## config.mk

```make
export PLATFORM = sky130hd
export DESIGN_NAME = xmt_arbiter_flat
export DESIGN_NICKNAME = d
export VERILOG_FILES = /design/src/rtl/xmt_arbiter_if.sv /design/src/rtl/xmt_arbiter.sv /design/src/flat_wrapper.sv
export SDC_FILE = /design/constraint.sdc
export NUM_CORES = 1
export LEC_CHECK = 0
export ABC_CLOCK_PERIOD_IN_PS = 2800
export BUFFER_PORTS_ARGS = -buffer_cell sky130_fd_sc_hd__buf_2
export CAP_MARGIN = 20
export CORE_ASPECT_RATIO = 1.1
export CORE_MARGIN = 8
export CORE_UTILIZATION = 50
export CTS_CLUSTER_DIAMETER = 40
export DETAILED_ROUTE_END_ITERATION = 16
export PLACE_DENSITY = 0.79
export SYNTH_ARGS = -nofsm -noshare
export SYNTH_HDL_FRONTEND = slang
export SYNTH_SLANG_ARGS = --single-unit
export TNS_END_PERCENT = 5
```

## constraint.sdc

```tcl
create_clock -name clk -period 2.8 [get_ports clk]
set_clock_uncertainty 0.2 [all_clocks]
set_input_delay 0.28 -clock clk [delete_from_list [all_inputs] [get_ports clk]]
set_output_delay 0.28 -clock clk [all_outputs]
set_load 0.005 [all_outputs]
```

## src/rtl/xmt_arbiter_if.sv

```systemverilog
// ============================================================================
// Module   : xmt_arbiter_if
// Brief    : Requester-side and transmitter-side signals of the xmt_arbiter.
// Revision : 1.0
// ============================================================================
`default_nettype none

interface xmt_arbiter_if #(
    parameter int N = 4
);
    logic [N-1:0]   req_valid;
    logic [8*N-1:0] req_data;
    logic [N-1:0]   req_ack;
    logic           xmt_load;
    logic [7:0]     xmt_data;
    logic           xmt_empty;
    logic           busy;
    logic [2:0]     cur_src;

    // Arbiter side
    modport master (
        input  req_valid, req_data, xmt_empty,
        output req_ack, xmt_load, xmt_data, busy, cur_src
    );

    // Requesters plus transmitter side
    modport slave (
        output req_valid, req_data, xmt_empty,
        input  req_ack, xmt_load, xmt_data, busy, cur_src
    );
endinterface

`default_nettype wire

```

## src/rtl/xmt_arbiter.sv

```systemverilog
// ============================================================================
// Module   : xmt_arbiter
// Brief    : Round-robin sharing of one serial transmitter among N byte
//            streams, with optional source-tag insertion on source change.
// Revision : 1.0
// ============================================================================
`default_nettype none

module xmt_arbiter #(
    parameter int         N        = 4,
    parameter int         TAG_EN   = 1,
    parameter logic [7:0] TAG_BASE = 8'hF0
) (
    input  wire logic     clk,
    input  wire logic     reset,
    xmt_arbiter_if.master bus
);

    typedef enum logic [2:0] {
        S_IDLE        = 3'd0,
        S_LOAD_TAG    = 3'd1,
        S_WAIT_BUSY_T = 3'd2,
        S_WAIT_DONE_T = 3'd3,
        S_LOAD_DATA   = 3'd4,
        S_WAIT_BUSY_D = 3'd5,
        S_WAIT_DONE_D = 3'd6
    } state_t;

    localparam logic [2:0] C_LAST_IDX = 3'(N - 1);

    state_t       r_state,      w_state_nxt;
    logic [N-1:0] r_req_ack,    w_req_ack_nxt;
    logic         r_xmt_load,   w_xmt_load_nxt;
    logic [7:0]   r_xmt_data,   w_xmt_data_nxt;
    logic         r_busy,       w_busy_nxt;
    logic [2:0]   r_cur_src,    w_cur_src_nxt;
    logic [2:0]   r_last_grant, w_last_grant_nxt;
    logic         r_tag_valid,  w_tag_valid_nxt;
    logic [7:0]   r_byte,       w_byte_nxt;

    logic         w_found;
    logic [2:0]   w_win;
    logic [7:0]   w_win_data;
    logic [N-1:0] w_win_ack;
    logic         w_need_tag;

    // Round-robin: first valid index above last_grant, otherwise wrap to the lowest.
    always_comb begin
        w_found = 1'b0;
        w_win   = 3'd0;
        for (int g = 0; g < N; g++) begin
            if (!w_found && bus.req_valid[g] && (3'(g) > r_last_grant)) begin
                w_found = 1'b1;
                w_win   = 3'(g);
            end
        end
        for (int g = 0; g < N; g++) begin
            if (!w_found && bus.req_valid[g] && (3'(g) <= r_last_grant)) begin
                w_found = 1'b1;
                w_win   = 3'(g);
            end
        end
        w_win_data = 8'h00;
        w_win_ack  = '0;
        for (int g = 0; g < N; g++) begin
            if (w_win == 3'(g)) begin
                w_win_data   = bus.req_data[g*8 +: 8];
                w_win_ack[g] = w_found;
            end
        end
        w_need_tag = (TAG_EN != 0) && (!r_tag_valid || (w_win != r_cur_src));
    end

    always_comb begin
        w_state_nxt      = r_state;
        w_req_ack_nxt    = '0;
        w_xmt_load_nxt   = 1'b0;
        w_xmt_data_nxt   = r_xmt_data;
        w_busy_nxt       = r_busy;
        w_cur_src_nxt    = r_cur_src;
        w_last_grant_nxt = r_last_grant;
        w_tag_valid_nxt  = r_tag_valid;
        w_byte_nxt       = r_byte;
        case (r_state)
            S_IDLE: begin
                if (bus.xmt_empty && w_found) begin
                    w_req_ack_nxt    = w_win_ack;
                    w_last_grant_nxt = w_win;
                    w_cur_src_nxt    = w_win;
                    w_busy_nxt       = 1'b1;
                    w_byte_nxt       = w_win_data;
                    w_xmt_load_nxt   = 1'b1;
                    // Load strobe is registered alongside the state it belongs to.
                    if (w_need_tag) begin
                        w_state_nxt    = S_LOAD_TAG;
                        w_xmt_data_nxt = TAG_BASE + {5'b00000, w_win};
                    end else begin
                        w_state_nxt    = S_LOAD_DATA;
                        w_xmt_data_nxt = w_win_data;
                    end
                end
            end
            S_LOAD_TAG:    w_state_nxt = S_WAIT_BUSY_T;
            S_WAIT_BUSY_T: if (!bus.xmt_empty) w_state_nxt = S_WAIT_DONE_T;
            S_WAIT_DONE_T: begin
                if (bus.xmt_empty) begin
                    w_tag_valid_nxt = 1'b1;
                    w_state_nxt     = S_LOAD_DATA;
                    w_xmt_load_nxt  = 1'b1;
                    w_xmt_data_nxt  = r_byte;
                end
            end
            S_LOAD_DATA:   w_state_nxt = S_WAIT_BUSY_D;
            S_WAIT_BUSY_D: if (!bus.xmt_empty) w_state_nxt = S_WAIT_DONE_D;
            S_WAIT_DONE_D: begin
                if (bus.xmt_empty) begin
                    w_state_nxt = S_IDLE;
                    w_busy_nxt  = 1'b0;
                end
            end
            default: begin
                w_state_nxt = S_IDLE;
                w_busy_nxt  = 1'b0;
            end
        endcase
    end

    always_ff @(posedge clk or posedge reset) begin
        if (reset) begin
            r_state      <= S_IDLE;
            r_req_ack    <= '0;
            r_xmt_load   <= 1'b0;
            r_xmt_data   <= 8'h00;
            r_busy       <= 1'b0;
            r_cur_src    <= C_LAST_IDX;
            r_last_grant <= C_LAST_IDX;
            r_tag_valid  <= 1'b0;
            r_byte       <= 8'h00;
        end else begin
            r_state      <= w_state_nxt;
            r_req_ack    <= w_req_ack_nxt;
            r_xmt_load   <= w_xmt_load_nxt;
            r_xmt_data   <= w_xmt_data_nxt;
            r_busy       <= w_busy_nxt;
            r_cur_src    <= w_cur_src_nxt;
            r_last_grant <= w_last_grant_nxt;
            r_tag_valid  <= w_tag_valid_nxt;
            r_byte       <= w_byte_nxt;
        end
    end

    assign bus.req_ack  = r_req_ack;
    assign bus.xmt_load = r_xmt_load;
    assign bus.xmt_data = r_xmt_data;
    assign bus.busy     = r_busy;
    assign bus.cur_src  = r_cur_src;

endmodule

`default_nettype wire

```

## src/flat_wrapper.sv

```systemverilog
// flat-port wrapper written by rule: the top's interface ports become plain ports
module xmt_arbiter_flat 
#(
    parameter int         N        = 4,
    parameter int         TAG_EN   = 1,
    parameter logic [7:0] TAG_BASE = 8'hF0
)
  (clk, reset, bus_req_valid, bus_req_data, bus_xmt_empty, bus_req_ack, bus_xmt_load, bus_xmt_data, bus_busy, bus_cur_src);
  xmt_arbiter_if #(.N(N)) bus_i ();
  input  wire logic clk;
  input  wire logic reset;
  input wire logic [$bits(bus_i.req_valid)-1:0] bus_req_valid;
  input wire logic [$bits(bus_i.req_data)-1:0] bus_req_data;
  input wire logic [$bits(bus_i.xmt_empty)-1:0] bus_xmt_empty;
  output wire logic [$bits(bus_i.req_ack)-1:0] bus_req_ack;
  output wire logic [$bits(bus_i.xmt_load)-1:0] bus_xmt_load;
  output wire logic [$bits(bus_i.xmt_data)-1:0] bus_xmt_data;
  output wire logic [$bits(bus_i.busy)-1:0] bus_busy;
  output wire logic [$bits(bus_i.cur_src)-1:0] bus_cur_src;
  assign bus_i.req_valid = bus_req_valid;
  assign bus_i.req_data = bus_req_data;
  assign bus_i.xmt_empty = bus_xmt_empty;
  assign bus_req_ack = bus_i.req_ack;
  assign bus_xmt_load = bus_i.xmt_load;
  assign bus_xmt_data = bus_i.xmt_data;
  assign bus_busy = bus_i.busy;
  assign bus_cur_src = bus_i.cur_src;
  xmt_arbiter #(.N(N), .TAG_EN(TAG_EN), .TAG_BASE(TAG_BASE)) u_core (.clk(clk), .reset(reset), .bus(bus_i));
endmodule
```

Yosys cells after proc, flatten, opt, wreduce, memory -nomap -nowiden
Index checks and enable logic that the tools add are counted.

word-level totals
  register bits = 29
  input bits = 39
  output and inout port bits = 17
  word-level logic and storage cells = 109

cells by class
  add/sub/neg operators = 1
  order comparisons = 8
  eq/ne operators = 15
  mux-type cells = 42
  bitwise logic cells = 1
  reduce and logical (&&, ||, !) cells = 34

operator list
  kind                   number
  $mux W8                7
  $pmux W3 S7            1
  $mux W3                6
  $mux W1                17
  $logic_and A1 B1 Y1    16
  $pmux W8 S2            1
  $mux W2                6
  $eq A3 B3 Y1 const B   3
  $logic_not A1 Y1       8
  $mux W4                2
  $ne A2 B2 Y1 const B   4
  $add A5 B3 Y6 const A  1
  $eq A3 B2 Y1 const B   2
  $gt A1 B3 Y1 const A   2
  $gt A2 B3 Y1 const A   2
  $le A1 B3 Y1 const A   2
  $le A2 B3 Y1 const A   2
  $logic_not A3 Y1       2
  $reduce_and A3 Y1      2
  $reduce_and A5 Y1      1
  $reduce_or A5 Y1       1
  $eq A2 B2 Y1 const B   2
  $reduce_and A2 Y1      2
  $eq A3 B1 Y1 const B   1
  other kinds (8)        8

Logic depth before layout (Yosys ltp)
Gate-level depths: netlist of the first run.

  depth in word-level cells = 39
  mapped depth = 8

Worst setup path after synthesis of the first run
No wires, ideal clock.

  path kind = register -> register
  from = register u_core.r_cur_src[0], in the netlist u_core.bus.cur_src[0]
  to = register u_core.r_xmt_data[5], in the netlist u_core.bus.xmt_data[5]
  setup time = 0.144 ns
  arrival = 1.804 ns
  data required time = 2.456 ns
  slack = 0.653 ns
  stages on the path, launching flop included = 9
  buffers on the path = 2
  cells stage by stage = dfstp_2 -> buf_4 -> nor2_1 -> a311o_1 -> and2_1 -> buf_2 -> a221oi_1 -> a21o_1 -> a221oi_1

on the way
  word-level cells in the longest chain between the ends = 39
  elaborated cells between the ends (all ways) = 62
  those cells by class = 1 x add/sub; 8 x order compare; 5 x eq/ne; 22 x mux; 26 x reduce/logical

RTL lines
  element                            line                text
  start: declaration                 xmt_arbiter.sv:36   logic [2:0] r_cur_src, w_cur_src_nxt;
  start signal: assignment           xmt_arbiter.sv:145  r_cur_src <= w_cur_src_nxt;
  $gt A1 B3 Y1                       --
  $logic_and A1 B1 Y1                --
  $mux W1                            --
  $logic_not A1 Y1                   --
  $logic_and A1 B1 Y1 (2 in series)  --
  $mux W1                            --
  $logic_not A1 Y1                   --
  $logic_and A1 B1 Y1 (2 in series)  --
  (+17 left out)                     --
  $logic_not A1 Y1                   --
  $logic_and A1 B1 Y1 (2 in series)  --
  $mux W2                            --
  $logic_not A3 Y1                   --
  $mux W8 (4 in series)              --
  $mux W8                            xmt_arbiter.sv:94   if (w_need_tag) begin
  $mux W8                            xmt_arbiter.sv:86   if (bus.xmt_empty && w_found) begin
  $pmux W8 S2                        xmt_arbiter.sv:84   case (r_state)
  end signal: assignment             xmt_arbiter.sv:143  r_xmt_data <= w_xmt_data_nxt;
  end: declaration                   xmt_arbiter.sv:34   logic [7:0] r_xmt_data, w_xmt_data_nxt;

Several ways; a longest one is shown, not always the timed one. The select of a mux whose other input is x is not followed.
A chain may end at the register's enable or synchronous reset.

Worst setup path after layout of the first run
  from = register u_core.r_cur_src[0], in the netlist u_core.bus.cur_src[0]
  to = register u_core.r_xmt_data[4], in the netlist u_core.bus.xmt_data[4]

Same word-level chain as after synthesis.

==> metrics.csv, run 1 <==
stage,metric,value,unit
sta,part of the cycle the worst path needs,84.54,%
detailed_routing,Vias,1648,
worst_setup_path,Crit. End Element,flip-flop,
floorplanning,row count,22,
power_and_ir_drop,Reg power frac,38.0,%
power_and_ir_drop,switching share of power,40.12,%
sta,Worst Tran Pin Value,514.1,ps
yosys,Commonest cells post-synth,"nor2_1 (27), dfrtp_1 (26), nand2_1 (25), o21ai_0 (8)",
yosys,post-synthesis sequential area ratio,40.78,%
sta,final setup vio count,0,
finish,number of diodes,0,
worst_setup_path,arrival time worst endpoint,2420,ps
detailed_routing,DR DRC count,0,
power_and_ir_drop,internal cell power,1.109,mW
yosys,ys flop type,dfrtp_1,
grt,initial antenna violation count,0,
worst_setup_path,slowest CP cell,dfstp_2,
placed_design,global placement routability congestion,0.8758,
yosys,Yosys Warn Count,0,
finish,Final #Nets,287,
clock_network,htree depth,1,
power_and_ir_drop,pwr/cell area,891.9,nW/um^2
yosys,Async SR Flop Fraction,100.0,%
clock_network,Worst-path clk slew,160,ps
sta,total negative setup slack,0,ps
power_and_ir_drop,clock power share,14.5,%
flow_run,Max Cap Viol,0,
finish,P&R area growth vs syn,20.46,%
grt,largest net degree at the start of global routing,29,
placed_design,dpl ws,491.1,ps
yosys,syn avg cell area,8.797,um^2
sta,fmax,0.4224,GHz
worst_setup_path,max incr delay on CP,670,ps
sta,Final min period,2367,ps
clock_network,Max clock buf depth,2,
detailed_routing,Routed Antenna Nets,0,
floorplanning,io pins,56,
worst_setup_path,Worst Path Buf+Inv,1,
sta,RSZ-0062 raised after global routing,false,
clock_network,clock latency on the worst-skew pair,330,ps
power_and_ir_drop,maximum VDD drop,0.0004568,V
sta,Final Hold Viols,0,
yosys,Yosys reg bits,28,
grt,GRT Total Usage,16.15,%
grt,global-route wire length before repair,7403,um
clock_network,Resize count post-CTS,0,
yosys,top cell type's share of synthesized area,37.74,%
clock_network,CTS Sinks,28,
detailed_routing,Avg WL per Cell,15.41,um
yosys,Mapped Cells,196,
yosys,Post-Syn Area,1724,um^2
floorplanning,starting density of the core,51.77,%
yosys,synth top area cells,"dfrtp_1 (38%), nor2_1 (5.9%), nand2_1 (5.4%)",
clock_network,Setup Buffers After CTS,0,
floorplanning,Core Footprint,3331,um^2
grt,grt total ovfl,0,
floorplanning,Die W,71.99,um
hold_path,Hold WC Path Type,in2reg,
worst_setup_path,crit path cell chain,nand2b_1 > o21ai_0 > a222oi_1 > buf_4 > o21ai_1 > o22a_1 > a221oi_2,
power_and_ir_drop,static leakage,0.9530,nW
outcome,status,finished clean,
detailed_routing,post-DR vias/cell,5.586,
placed_design,HPWL Detailed,3451,um
yosys,Unique masters post-synth,51,
finish,layout cells sized above 1,32.39,%
sta,Slew headroom,65.73,%
yosys,most numerous cell in the Yosys netlist,nor2_1,
worst_setup_path,Required @ worst endpoint,2860,ps
placed_design,IO buf count,54,
clock_network,Num CTS Buffers,3,
floorplanning,Die Height,77.59,um
clock_network,Root Buffer,clkbuf_4,
clock_network,CTS tree,yes,
yosys,Synthesized Nets,235,
floorplanning,die area,5586,um^2
yosys,Yosys top cell by area,dfrtp_1,
power_and_ir_drop,combinational power share,47.5,%
sta,setup slack after layout,432.8,ps
power_and_ir_drop,Net Switching,0.7432,mW
worst_setup_path,CP top delay family,compound AO/OA/AOI/OAI gates,
worst_setup_path,CP Max Fanout,13,
worst_setup_path,Worst Setup Start Kind,flip-flop,
detailed_routing,DR iter-0 viols,85,
detailed_routing,drt first pass iters,4,
worst_setup_path,CP Class,reg2reg,
detailed_routing,drt total wl,4546,um
yosys,number of synthesized flops with an enable pin,0,
grt,vias in the first global route,1610,
sta,Max Slew Vio Count,0,
metrics by stage:
stage	cell area [um^2]	std cells	total power [mW]	hold slack, ps	utilization (%)
after floorplan	1724	196	1.335	143.9	-
after CTS	2077	295	1.864	40.73	62.36
after detailed placement	2014	290	1.595	169.3	60.48
final	2077	295	1.852	58.30	62.36
after global routing	2077	295	1.994	48.89	62.36
after global placement	2014	290	1.569	161.1	60.48
layout by cell type, fill, tap and decap left out, types with 2 or more instances in the layout:
cell       n
a221oi_1   5
o31ai_4    2
a21boi_0   2
or2_2      2
inv_1      4
nor2_1    27
a21o_1     5
clkbuf_4   3
o21a_1     2
buf_4      6
a31oi_1    4
nor4_1     2
o31ai_1    2
nor2b_1    3
o22ai_1    3
a22oi_1    5
o21ai_1    4
o21ai_0    8
and2_1     5
a21oi_1    6
nand2b_1   6
dfrtp_1   26
mux2_2     3
buf_2     54
nor3_1     2
a221oi_2   2
nand3_1    2
a211oi_1   4
dfstp_2    2
nand2_1   25
state kept, by name (all words and copies together) (netlist names):
register	count
u_core.r_byte	8
u_core.bus.cur_src	2
u_core.r_state	3
u_core.bus.xmt_load	1
u_core.bus.req_ack	4
u_core.r_tag_valid	1
u_core.bus.busy	1
u_core.bus.xmt_data	8
repair_timing:
action	CTS	global route
hold buffers	1	0
hold endpoints to repair	26	0
setup endpoints to repair	0	0
power by group through the flow:
stage                     Sequential, mW  Clock, mW  Combinational [mW]
after floorplan                    0.671          0               0.663
after detailed placement           0.712          0               0.883
after CTS                          0.703      0.275               0.887
final                              0.704      0.268               0.880
after global placement             0.706          0               0.863
after global routing               0.728      0.286               0.979
worst paths after layout:
check                      slack, ps  cells past startpoint                            endpoint                         startpoint
max                              430                      7  u_core.bus.xmt_data[4]$_DFFE_PP0P_  u_core.bus.cur_src[0]$_DFFE_PP1P_
min                               60                      2      u_core.r_tag_valid$_DFFE_PP0P_                      bus_xmt_empty
max reg2reg                      430                      7  u_core.bus.xmt_data[4]$_DFFE_PP0P_  u_core.bus.cur_src[0]$_DFFE_PP1P_
min reg2reg                      310                      2        u_core.r_byte[0]$_DFFE_PP0P_       u_core.r_byte[0]$_DFFE_PP0P_
max in group asynchronous       1760                      4   u_core.bus.cur_src[0]$_DFFE_PP1P_                              reset
min in group asynchronous        330                      4  u_core.bus.xmt_data[2]$_DFFE_PP0P_                              reset
cell type report:
| class | instances | area (um^2) |
|---|---|---|
| Timing Repair Buffer | 61 | 325.3 |
| Multi-Input combinational cell | 150 | 920.9 |
| Inverter | 4 | 15.01 |
| Clock buffer | 3 | 22.52 |
| Fill cell | 317 | 1254 |
| Sequential cell | 28 | 703.2 |
| Tap cell | 48 | 60.06 |
| Clock inverter | 1 | 30.03 |
logic make-up after synthesis:
kind of cell    synth area share, %
compound gates                29.83
buf+inv                       5.805
mux                           1.959
flops                         40.78
other cells                  0.2175
simple gates                  21.41
routing by layer:
metal  GRT usage (%)  up-vias  wire length, um
met2           27.83       48             2275
met4           4.908        0               42
met3           3.856        4              307
li1                -      811                -
met1           19.22      785             1921
met5               0        -                0
No activity file was read; power rests on OpenSTA's default activity.
==> run 2: changes to the inputs <==
ABC_CLOCK_PERIOD_IN_PS = 2500   (was 2800)
clock period = 2.5 ns   (was 2.8 ns; I/O delays follow)
==> run 2 against run 1 <==
- core utilization is 0.26 points higher
- cell count is 1.0% higher
- sequential power rose by 12%
- sequential share of layout area down 0.14 points
- power is 8.8% higher
- global-route usage decreased by 0.13 points
- fmax up 2.2%
- critical endpoint unchanged
- highest routed layer unchanged
==> metrics.csv, run 2 (synthesized netlist as in run 1, its figures left out) <==
stage,metric,value,unit,change
sta,Final Hold Viols,0,,unchanged
detailed_routing,DR iter-0 viols,111,,+31%
worst_setup_path,Worst Setup Start Kind,flip-flop,,
sta,Worst Tran Pin Value,505.8,ps,-8.305 ps
power_and_ir_drop,maximum VDD drop,0.0004939,V,+8.1%
worst_setup_path,crit path cell chain,nand2b_1 > o21ai_0 > a222oi_1 > buf_4 > o21ai_1 > o22a_1 > a221oi_2,,
clock_network,CTS Sinks,28,,unchanged
detailed_routing,post-DR vias/cell,5.460,,-2.3%
placed_design,IO buf count,54,,unchanged
finish,Final #Nets,290,,+1.0%
sta,Max Slew Vio Count,0,,unchanged
clock_network,Root Buffer,clkbuf_4,,
clock_network,Num CTS Buffers,3,,unchanged
clock_network,htree depth,1,,unchanged
finish,"most common cell after layout, fill and taps aside",buf_2,,
sta,Slew headroom,66.28,%,+0.55 points
floorplanning,Die W,71.99,um,unchanged
worst_setup_path,Required @ worst endpoint,2540,ps,-320 ps
placed_design,HPWL Detailed,3409,um,-1.2%
finish,final core occ,62.62,%,+0.26 points
grt,initial antenna violation count,0,,unchanged
grt,vias in the first global route,1600,,-0.62%
detailed_routing,drt first pass iters,4,,unchanged
flow_run,Max Cap Viol,0,,unchanged
detailed_routing,M1 WL,1988,um,+3.5%
sta,part of the cycle the worst path needs,92.68,%,+8.1 points
power_and_ir_drop,pwr/cell area,966.7,nW/um^2,+8.4%
detailed_routing,Avg WL per Cell,15.01,um,-2.6%
power_and_ir_drop,static leakage,0.9627,nW,+1.0%
floorplanning,starting density of the core,51.77,%,unchanged
worst_setup_path,critical path depth,7,,unchanged
sta,fmax,0.4316,GHz,+2.2%
worst_setup_path,max incr delay on CP,660,ps,about the same
worst_setup_path,CP Class,reg2reg,,
floorplanning,row count,22,,unchanged
worst_setup_path,CP top delay family,compound AO/OA/AOI/OAI gates,,
floorplanning,io pins,56,,unchanged
finish,layout cells sized above 1,34.00,%,+1.6 points
clock_network,CTS tree,yes,,
finish,most frequent cells in the layout,"buf_2 (54), nor2_1 (27), dfrtp_1 (26), nand2_1 (25), buf_4 (9)",,
clock_network,Worst-path clk slew,150,ps,about the same
floorplanning,Core Footprint,3331,um^2,unchanged
floorplanning,die area,5586,um^2,unchanged
outcome,status,finished clean,,
hold_path,Worst Hold Depth,2,,unchanged
worst_setup_path,CP Max Fanout,11,,-2
detailed_routing,Top Layer Used,met4,,
finish,P&R area growth vs syn,20.97,%,
worst_setup_path,arrival time worst endpoint,2360,ps,-60 ps
clock_network,clock latency on the worst-skew pair,320,ps,about the same
sta,final setup vio count,0,,unchanged
sta,Final min period,2317,ps,-50.25 ps
detailed_routing,Routed Antenna Nets,0,,unchanged
worst_setup_path,slowest CP cell,dfstp_2,,
detailed_routing,Vias,1627,,-1.3%
detailed_routing,DR DRC count,0,,unchanged
worst_setup_path,R2R depth,7,,unchanged
finish,number of diodes,0,,unchanged
worst_setup_path,Crit. End Element,flip-flop,,
placed_design,global placement routability congestion,0.8861,,+1.2%
grt,largest net degree at the start of global routing,29,,unchanged
floorplanning,Die Height,77.59,um,unchanged
hold_path,Hold WC Path Type,in2reg,,
grt,global-route wire length before repair,7362,um,-0.55%
grt,GRT Total Usage,16.02,%,-0.13 points
detailed_routing,Met2 Routed Length,2153,um,-5.4%
power_and_ir_drop,Tot Pwr,2.016,mW,+8.8%
clock_network,Max clock buf depth,2,,unchanged
detailed_routing,drt total wl,4472,um,-1.6%
sta,RSZ-0062 raised after global routing,false,,
grt,grt total ovfl,0,,unchanged
detailed_routing,met3 routed WL,301,um,-2.0%
worst_setup_path,Worst Path Buf+Inv,1,,unchanged
sta,total negative setup slack,0,ps,unchanged
-- run 2: changes by cell type in the layout (fill, tap and decap cells not counted) --
cell / before / now
and2_2: 0 / 2
bufinv_16: 1 / 0
and2_1: 5 / 3
buf_4: 6 / 9
clkbuf_8: 0 / 1
-- run 2: what timing repair did --
| item | CTS | global route |
|---|---|---|
| hold buffers | 1 | 0 |
| endpoints found under the setup margin | 0 | 3 |
| gates resized for setup | 0 | 2 |
| hold endpoints to repair | 26 | 0 |
| buffers inserted | 0 | 2 |
-- run 2: cell type report --
class	count	area, um^2
clock buffers	4	36.28
repair buffers	64	347.8
inverters	4	15.01
well taps	48	60.06
multi-input cells	150	923.4
flip-flops and latches	28	703.2
fillers	335	1245
-- run 2: power breakdown --
part	switching, mW	internal (mW)
Combinational	0.546	0.464
Sequential	0.150	0.635
Clock	0.132	0.0891
-- run 2: path summary, 6_finish.rpt --
path | start | end | slack (ps)
max | u_core.bus.cur_src[0]$_DFFE_PP1P_ | u_core.bus.xmt_data[4]$_DFFE_PP0P_ | 180
min | bus_xmt_empty | u_core.r_tag_valid$_DFFE_PP0P_ | 30
max reg2reg | u_core.bus.cur_src[0]$_DFFE_PP1P_ | u_core.bus.xmt_data[4]$_DFFE_PP0P_ | 180
min reg2reg | u_core.r_tag_valid$_DFFE_PP0P_ | u_core.r_tag_valid$_DFFE_PP0P_ | 310
max in group asynchronous | reset | u_core.bus.cur_src[0]$_DFFE_PP1P_ | 1480
min in group asynchronous | reset | u_core.bus.xmt_data[2]$_DFFE_PP0P_ | 310
-- run 2: layer usage --
metal	GRT usage [%]	vias up
li1	-	815
met1	20.87	765
met2	26.19	45
met3	3.599	2
met4	3.681	0
met5	0	-
-- run 2: through the flow --
step           area [um^2]  instances  setup slack [ps]  hold WS [ps]
5_1_grt               2086        298             9.202         31.40
2_1_floorplan         1724        196             352.5         113.9
6_report              2086        298             183.1         32.29
3_3_place_gp          2022        291             215.1         130.6
3_5_place_dp          2022        291             152.5         127.6
4_1_cts               2068        296             118.6         24.02
==> run 3: changes to the inputs <==
HOLD_SLACK_MARGIN = 0.1   (was unset)
==> run 3 against run 2 <==
- largest cell class unchanged
- hold slack better by 83 ps
- final area is 0.48% higher
- highest routed layer unchanged
- register-to-register slack barely moved
- first-iteration DRC count is 11% lower
- critical path type unchanged
- largest power group unchanged
==> metrics.csv, run 3 (synthesized netlist as in run 1, its figures left out) <==
stage,metric,value,unit,change
placed_design,dpl cells,291,,unchanged
sta,part of the cycle the worst path needs,92.75,%,about the same
placed_design,dpl ws,152.5,ps,unchanged
floorplanning,Core Footprint,3331,um^2,unchanged
floorplanning,Die Height,77.59,um,unchanged
floorplanning,Die W,71.99,um,unchanged
grt,largest net degree at the start of global routing,29,,unchanged
worst_setup_path,critical path depth,7,,unchanged
grt,global-route wire length before repair,7362,um,unchanged
detailed_routing,Vias,1646,,+1.2%
power_and_ir_drop,switching share of power,41.01,%,-0.059 points
clock_network,Worst-path clk slew,150,ps,about the same
sta,setup slack after layout,181.3,ps,-1.771 ps
clock_network,CTS tree,yes,,
detailed_routing,DR iter-0 viols,99,,-11%
detailed_routing,Routed Antenna Nets,0,,unchanged
sta,fmax,0.4313,GHz,about the same
worst_setup_path,reg2reg setup slack,180,ps,about the same
power_and_ir_drop,combinational power share,50.1,%,about the same
hold_path,Hold WC Path Type,in2reg,,
worst_setup_path,max incr delay on CP,660,ps,about the same
floorplanning,io pins,56,,unchanged
finish,Final #Nets,291,,+0.34%
finish,P&R area growth vs syn,21.55,%,
detailed_routing,drt first pass iters,4,,unchanged
power_and_ir_drop,clock power share,10.9,%,about the same
sta,Slew headroom,66.13,%,-0.15 points
finish,most frequent cells in the layout,"buf_2 (54), nor2_1 (27), dfrtp_1 (26), nand2_1 (25), buf_4 (9)",,
worst_setup_path,crit path to,u_core.bus.xmt_data[4]$_DFFE_PP0P_,,
worst_setup_path,R2R depth,7,,unchanged
worst_setup_path,Required @ worst endpoint,2540,ps,about the same
finish,post-route cell area,2096,um^2,+0.48%
placed_design,HPWL Detailed,3409,um,unchanged
placed_design,IO buf count,54,,unchanged
clock_network,clock latency on the worst-skew pair,320,ps,about the same
clock_network,CTS Sinks,28,,unchanged
sta,final setup vio count,0,,unchanged
finish,fill count,334,,-0.30%
placed_design,Post-DP Area,2022,um^2,unchanged
grt,GRT Total Usage,16.02,%,unchanged
power_and_ir_drop,internal cell power,1.189,mW,about the same
worst_setup_path,CP Class,reg2reg,,
worst_setup_path,slowest CP cell,dfstp_2,,
power_and_ir_drop,Net Switching,0.8268,mW,-0.16%
sta,RSZ-0062 raised after global routing,false,,
finish,final non-filler cell total,299,,+0.34%
worst_setup_path,Critical path origin,u_core.bus.cur_src[0]$_DFFE_PP1P_,,
power_and_ir_drop,maximum VDD drop,0.0004908,V,-0.63%
power_and_ir_drop,Reg power frac,39.0,%,about the same
placed_design,global placement routability congestion,0.8861,,unchanged
sta,Max Slew Vio Count,0,,unchanged
clock_network,Max clock buf depth,2,,unchanged
worst_setup_path,arrival time worst endpoint,2360,ps,about the same
worst_setup_path,Worst Setup Start Kind,flip-flop,,
detailed_routing,post-DR vias/cell,5.505,,+0.83%
finish,"most common cell after layout, fill and taps aside",buf_2,,
detailed_routing,DR DRC count,0,,unchanged
clock_network,htree depth,1,,unchanged
grt,vias in the first global route,1600,,unchanged
sta,Final min period,2319,ps,+1.771 ps
worst_setup_path,Crit. End Element,flip-flop,,
sta,Final Hold Viols,0,,unchanged
sta,Worst Tran Pin Value,508.1,ps,+2.296 ps
worst_setup_path,end of the worst register-to-register path,u_core.bus.xmt_data[4]$_DFFE_PP0P_,,
floorplanning,row count,22,,unchanged
grt,grt total ovfl,0,,unchanged
clock_network,Num CTS Buffers,3,,unchanged
outcome,status,finished clean,,
worst_setup_path,RR Startpoint,u_core.bus.cur_src[0]$_DFFE_PP1P_,,
sta,total negative setup slack,0,ps,unchanged
floorplanning,die area,5586,um^2,unchanged
power_and_ir_drop,static leakage,0.9669,nW,+0.43%
power_and_ir_drop,pwr/cell area,961.9,nW/um^2,-0.49%
detailed_routing,drt total wl,4476,um,about the same
finish,number of diodes,0,,unchanged
floorplanning,starting density of the core,51.77,%,unchanged
worst_setup_path,crit path cell chain,nand2b_1 > o21ai_0 > a222oi_1 > buf_4 > o21ai_1 > o22a_1 > a221oi_2,,
flow_run,Max Cap Viol,0,,unchanged
worst_setup_path,Worst Path Buf+Inv,1,,unchanged
clock_network,Root Buffer,clkbuf_4,,
grt,initial antenna violation count,0,,unchanged
worst_setup_path,CP top delay family,compound AO/OA/AOI/OAI gates,,
finish,layout cells sized above 1,33.86,%,-0.14 points
worst_setup_path,CP Max Fanout,11,,unchanged
detailed_routing,Avg WL per Cell,14.97,um,-0.25%
run 3: layout make-up:
class	instances	area, um^2	share of cell area, %
Multi-Input combinational cell	150	923.4	44.06
Sequential cell	28	703.2	33.55
Timing Repair Buffer	65	357.8	17.07
Tap cell	48	60.06	2.866
Clock buffer	4	36.28	1.731
Inverter	4	15.01	0.7164
run 3: worst min-delay path: cells and delay by family:
kind,cells,cell delay (ps)
buf+inv,1,100
simple gates,3,200
compound gates,1,60
run 3: how the worst min path moves through the flow:
| stage | startpoint | to | slack (ps) | cells after the start |
|---|---|---|---|---|
| 2_1_floorplan | reset | u_core.bus.busy$_DFFE_PP0P_ | 110 | 1 |
| 3_3_place_gp | reset | u_core.bus.xmt_data[2]$_DFFE_PP0P_ | 130 | 3 |
| 3_5_place_dp | reset | u_core.bus.req_ack[2]$_DFF_PP0_ | 130 | 3 |
| 4_1_cts | bus_req_data[24] | u_core.r_byte[0]$_DFFE_PP0P_ | 100 | 5 |
| 5_1_grt | bus_req_data[24] | u_core.r_byte[0]$_DFFE_PP0P_ | 130 | 5 |
| 6_report | bus_req_data[24] | u_core.r_byte[0]$_DFFE_PP0P_ | 120 | 5 |
run 3: power groups by stage:
| stage | Sequential [mW] | Clock, mW | Combinational [mW] |
|---|---|---|---|
| final | 0.786 | 0.219 | 1.01 |
| after global routing | 0.812 | 0.239 | 1.14 |
| after CTS | 0.786 | 0.226 | 1.00 |
| after detailed placement | 0.796 | 0 | 0.994 |
| after global placement | 0.785 | 0 | 0.975 |
| after floorplan | 0.752 | 0 | 0.743 |
run 3: repair_timing:
item,in CTS,in global routing
setup endpoints to repair,0,3
hold buffers,2,0
resized for setup,0,2
setup buffers,0,2
hold endpoints to repair,32,0
run 3: per-layer routing:
metal / track usage, % / vias up / wire, um
met5: 0 / - / 0
met4: 3.681 / 0 / 28
met3: 3.599 / 2 / 301
met2: 26.19 / 49 / 2141
met1: 20.87 / 778 / 2004
li1: - / 817 / -
run 3: per-stage QoR:
step	hold slack (ps)	util (%)	total power, mW
after floorplan	113.9	-	1.495
after global placement	130.6	60.71	1.761
after detailed placement	127.6	60.71	1.790
after CTS	103.0	62.40	2.011
after global routing	125.3	62.92	2.186
final	115.6	62.92	2.016
